File: src/rtl/bcd_down_counter.sv
// Multi-digit BCD down counter / countdown timer with preset load, borrow-out for
// cascading, optional wrap at zero, and a one-cycle done pulse on reaching zero.
module bcd_down_counter #(
    parameter int DIGITS = 4,
    parameter bit WRAP   = 1'b0
) (
    input  logic                  clk,
    input  logic                  rst,
    input  logic                  load,
    input  logic [4*DIGITS-1:0]   load_val,
    input  logic                  en,
    output logic [4*DIGITS-1:0]   count,
    output logic                  busy,
    output logic                  zero,
    output logic                  bo,
    output logic                  done
);

    localparam int W = 4 * DIGITS;
    localparam logic [W-1:0] ALL_NINES = {DIGITS{4'h9}};

    typedef enum logic {
        IDLE = 1'b0,
        RUN  = 1'b1
    } state_t;

    state_t         state_q, state_d;
    logic [W-1:0]   count_q, count_d;
    logic           done_q, done_d;

    logic [W-1:0]   sanitised;
    logic [W-1:0]   dec_val;
    logic           lower_zero;
    logic           is_one;

    // Preset digits above 9 saturate to 9 so the register only ever holds valid BCD.
    always_comb begin
        sanitised = load_val;
        for (int i = 0; i < DIGITS; i++) begin
            if (load_val[4*i +: 4] > 4'd9) begin
                sanitised[4*i +: 4] = 4'd9;
            end
        end
    end

    // Ripple borrow: a digit steps only when every digit below it is zero.
    always_comb begin
        dec_val    = count_q;
        lower_zero = 1'b1;
        for (int i = 0; i < DIGITS; i++) begin
            if (lower_zero) begin
                dec_val[4*i +: 4] = (count_q[4*i +: 4] == 4'd0) ? 4'd9
                                                                : count_q[4*i +: 4] - 4'd1;
            end
            lower_zero = lower_zero & (count_q[4*i +: 4] == 4'd0);
        end
    end

    assign is_one = (count_q == W'(1));

    always_comb begin
        count_d = count_q;
        state_d = state_q;
        done_d  = 1'b0;
        if (load) begin
            count_d = sanitised;
            state_d = (sanitised != '0) ? RUN : IDLE;
        end else if (en) begin
            case (state_q)
                IDLE: begin
                    if (WRAP) begin
                        count_d = ALL_NINES;
                        state_d = RUN;
                    end
                end
                RUN: begin
                    count_d = dec_val;
                    if (is_one) begin
                        state_d = IDLE;
                        done_d  = 1'b1;
                    end
                end
                default: begin
                    state_d = IDLE;
                end
            endcase
        end
    end

    always_ff @(posedge clk) begin
        if (rst) begin
            state_q <= IDLE;
            count_q <= '0;
            done_q  <= 1'b0;
        end else begin
            state_q <= state_d;
            count_q <= count_d;
            done_q  <= done_d;
        end
    end

    assign count = count_q;
    assign busy  = (state_q == RUN);
    assign done  = done_q;
    assign zero  = (count_q == '0);
    assign bo    = en & ~load & zero;

endmodule
File: config.mk
export PLATFORM = sky130hd
export DESIGN_NAME = bcd_down_counter
export DESIGN_NICKNAME = d
export VERILOG_FILES = /design/src/rtl/bcd_down_counter.sv
export SDC_FILE = /design/constraint.sdc
export NUM_CORES = 1
export LEC_CHECK = 0
export ABC_AREA = 1
export CAP_MARGIN = 20
export CORE_ASPECT_RATIO = 0.5
export CORE_MARGIN = 5
export CORE_UTILIZATION = 42
export CTS_BUF_LIST = sky130_fd_sc_hd__clkbuf_4
export DETAILED_ROUTE_END_ITERATION = 8
export MAX_ROUTING_LAYER = met4
export PLACE_DENSITY = 0.76
export SLEW_MARGIN = 25
export SYNTH_ARGS = -nofsm -noshare
export SYNTH_HDL_FRONTEND = slang
export SYNTH_SLANG_ARGS = --single-unit
File: constraint.sdc
create_clock -name clk -period 1.3 [get_ports clk]
set_clock_uncertainty 0.15 [all_clocks]
set_input_delay 0.325 -clock clk [delete_from_list [all_inputs] [get_ports clk]]
set_output_delay 0.325 -clock clk [all_outputs]
set_load 0.02 [all_outputs]
==> run_results.csv <==
group,metric,value,unit
logic_synthesis,postSynthAreaPerCell,6.06,sq um
logic_synthesis,synth_seq_cells,18,
sta,finalMaxSlewViolations,0,
place,dp_hpwl,2970,um
logic_synthesis,yosysUniqueCellTypes,25,
sta,maxSlewHeadroom,82.4,%
routing,drt_iter0_markers,171,
pwr,power.leakage,1.19,nW
routing,drt-wirelength-per-cell,16.8,um
logic_synthesis,syn-cell-area,1300,sq um
floorplan,core_area,3000,sq um
routing,totalWireLength,5820,um
global_routing,grt_pass1_wl,7160,um
place,gp_routability_congestion,0.868,
logic_synthesis,syn_inst,215,
cells_and_area,fillers,149,
critical_path,path_delay_family,"simple AND/OR/NAND/NOR gates",
sta,min_period_over_period,149,%
pwr,power,2.25,mW
clocking,cts_buffers,3,
global_routing,grtUsageMet3,3.88,%
sta,max_freq,515,MHz
clocking,htreeDepth,1,
cells_and_area,layout_common_cells,"nand2_1, buf_6, buf_4",
clocking,clk_path_buf_depth,2,
critical_path,crit_required,820,ps
routing,drc,0,
job,maxCapViolations,0,
global_routing,grt_pass1_vias,1630,
logic_synthesis,synth_warnings,0,
clocking,cts_tree,"built",
cells_and_area,area_delta_synth_final,93.9,%
floorplan,die_x,88.8,um
clocking,cts_hold_buf,0,
global_routing,met2_usage,34.4,%
critical_path,slowest_stage,"dfxtp_4",
global_routing,overflow,0,
critical_path,worst-setup-path-type,"reg -> out",
sta,finalSetupTns,-4720,ps
clocking,cts.sinks,18,
critical_path,crit_arrival,1470,ps
cells_and_area,drive_above_1_share,47.9,%
routing,firstDrtPassIters,6,
global_routing,grtUsageMet1,27.3,%
floorplan,die_h,49.4,um
critical_path,start_kind,"flop",
pwr,p_per_area,891,nW/um^2
sta,finalSetupViolCount,33,
floorplan,die_area,4380,sq um
logic_synthesis,synth_seq_area_share,27.7,%
critical_path,max_stage_delay,370,ps
worst_hold_path,hold_path_class,"reg -> reg",
critical_path,path_cells,"nor2_4, nand2_4, nor2_4, and2_4, and3_4, buf_6",
global_routing,grt_max_degree,27,
run_status,status,"finished, violations left",
routing,ant_nets,0,
clocking,clk_pin_slew,110,ps
sta,worst_slew_pin_slew,264,ps
routing,vias_per_cell,5.59,
routing,vias,1941,
floorplan,rows,14,
global_routing,track_usage,21.3,%
floorplan,start_util,43.5,%
sta,hold_violations,0,
sta,period_needed,1940,ps
clocking,insertion_delay,300,ps
global_routing,antenna_found_initial,0,
run_status,violations,"negative setup slack",
clocking,ctsRootBufferMaster,"clkbuf_4",
floorplan,ios,40,
cells_and_area,antenna_cells,0,
critical_path,path_max_fanout,3,
pwr,ir_worst_vdd,0.000584,V
critical_path,path_common_cell,"nor2_4",
logic_synthesis,syn-num-nets,235,
global_routing,busiest_layer,"met2",
cells_and_area,fin_nets,328,
critical_path,path_buf_inv,1,
critical_path,end_kind,"output pin",
sta,rsz0062_at_grt,"true",
cells_and_area,multi_input_area,1000,sq um
place,portBuffers,39,
cells_and_area,final_common_cell,"nand2_1",
cells_and_area,seq_area,402,sq um
sta,setup_ws,-640,ps
-- stage by stage --
step / utilization (%) / instance area, sq um / worst slack [ps] / instances / hold slack (ps)
6_report: 84.3 / 2530 / -640 / 347 / 416
5_1_grt: 84.3 / 2530 / -684 / 347 / 433
4_1_cts: 76.4 / 2290 / -577 / 341 / 376
3_5_place_dp: 67.4 / 2020 / -830 / 323 / 338
3_3_place_gp: 67.4 / 2020 / -827 / 323 / 328
2_1_floorplan: - / 1350 / -302 / 215 / 234
-- cell usage after synthesis, drive strengths merged --
| master | count | area (sq um) |
|---|---|---|
| nand4 | 2 | 12.5 |
| nor2 | 44 | 198 |
| a21oi | 13 | 65.1 |
| o21ai | 13 | 65.1 |
| o211ai | 3 | 22.5 |
| dfxtp | 18 | 360 |
| nor3 | 2 | 10.0 |
| and3 | 1 | 6.26 |
| inv | 26 | 105 |
| nand3 | 21 | 118 |
| a22oi | 1 | 7.51 |
| and2 | 1 | 8.76 |
| clkinv | 1 | 3.75 |
| a31oi | 1 | 6.26 |
| buf | 5 | 37.5 |
| nand2 | 63 | 277 |
-- report_power, final --
group          internal [mW]  switching [mW]  total, mW  leakage, nW
logic                  0.615           0.662       1.28         1.02
clock network          0.112           0.191      0.303       0.0154
registers              0.612          0.0572      0.670        0.157
-- metal layers --
metal	vias to the layer above	wire length, um	part of all wire [%]
met2	134	2700	47
met3	44	508	8.7
met4	0	410	7.1
met5	-	0	0
met1	892	2190	38
li1	871	-	-
-- kinds of logic after synthesis --
kind of cell	share of synthesized area [%]
AND/OR/NAND/NOR	48.3
buffers and inverters	11.2
AO/OA/AOI/OAI	12.8
flip-flops	27.7
-- area by class of cell --
cell class / instances / share of cell area, %
Multi-Input combinational cell: 165 / 39.7
Clock inverter: 1 / 0.149
Tap cell: 40 / 1.98
Inverter: 27 / 4.51
Sequential cell: 18 / 15.9
Timing Repair Buffer: 93 / 36.8
Clock buffer: 3 / 0.892
-- worst min-delay path: stages, from the launching register on --
cell and delay (ps):
dfxtp_4 380, nand2_1 110, nor3_2 50
-- flip-flops by register name (all words and copies together), names as in the netlist --
name	cells
done	1
busy	1
count	16
-- final timing paths --
path | endpoint | startpoint | slack [ps] | cells past startpoint
setup / recovery | bo | count[11] | -640 | 6
hold / removal | done | busy | 420 | 2
setup reg to reg | count[12] | count[11] | -220 | 9
hold reg to reg | done | busy | 420 | 2
-- timing repair --
action,4_1_cts,5_1_grt
setup endpoints to repair,38,37
buffers inserted,20,20
pin swaps,14,18
resized for setup,152,58
Power figures use the tool's default switching activity.
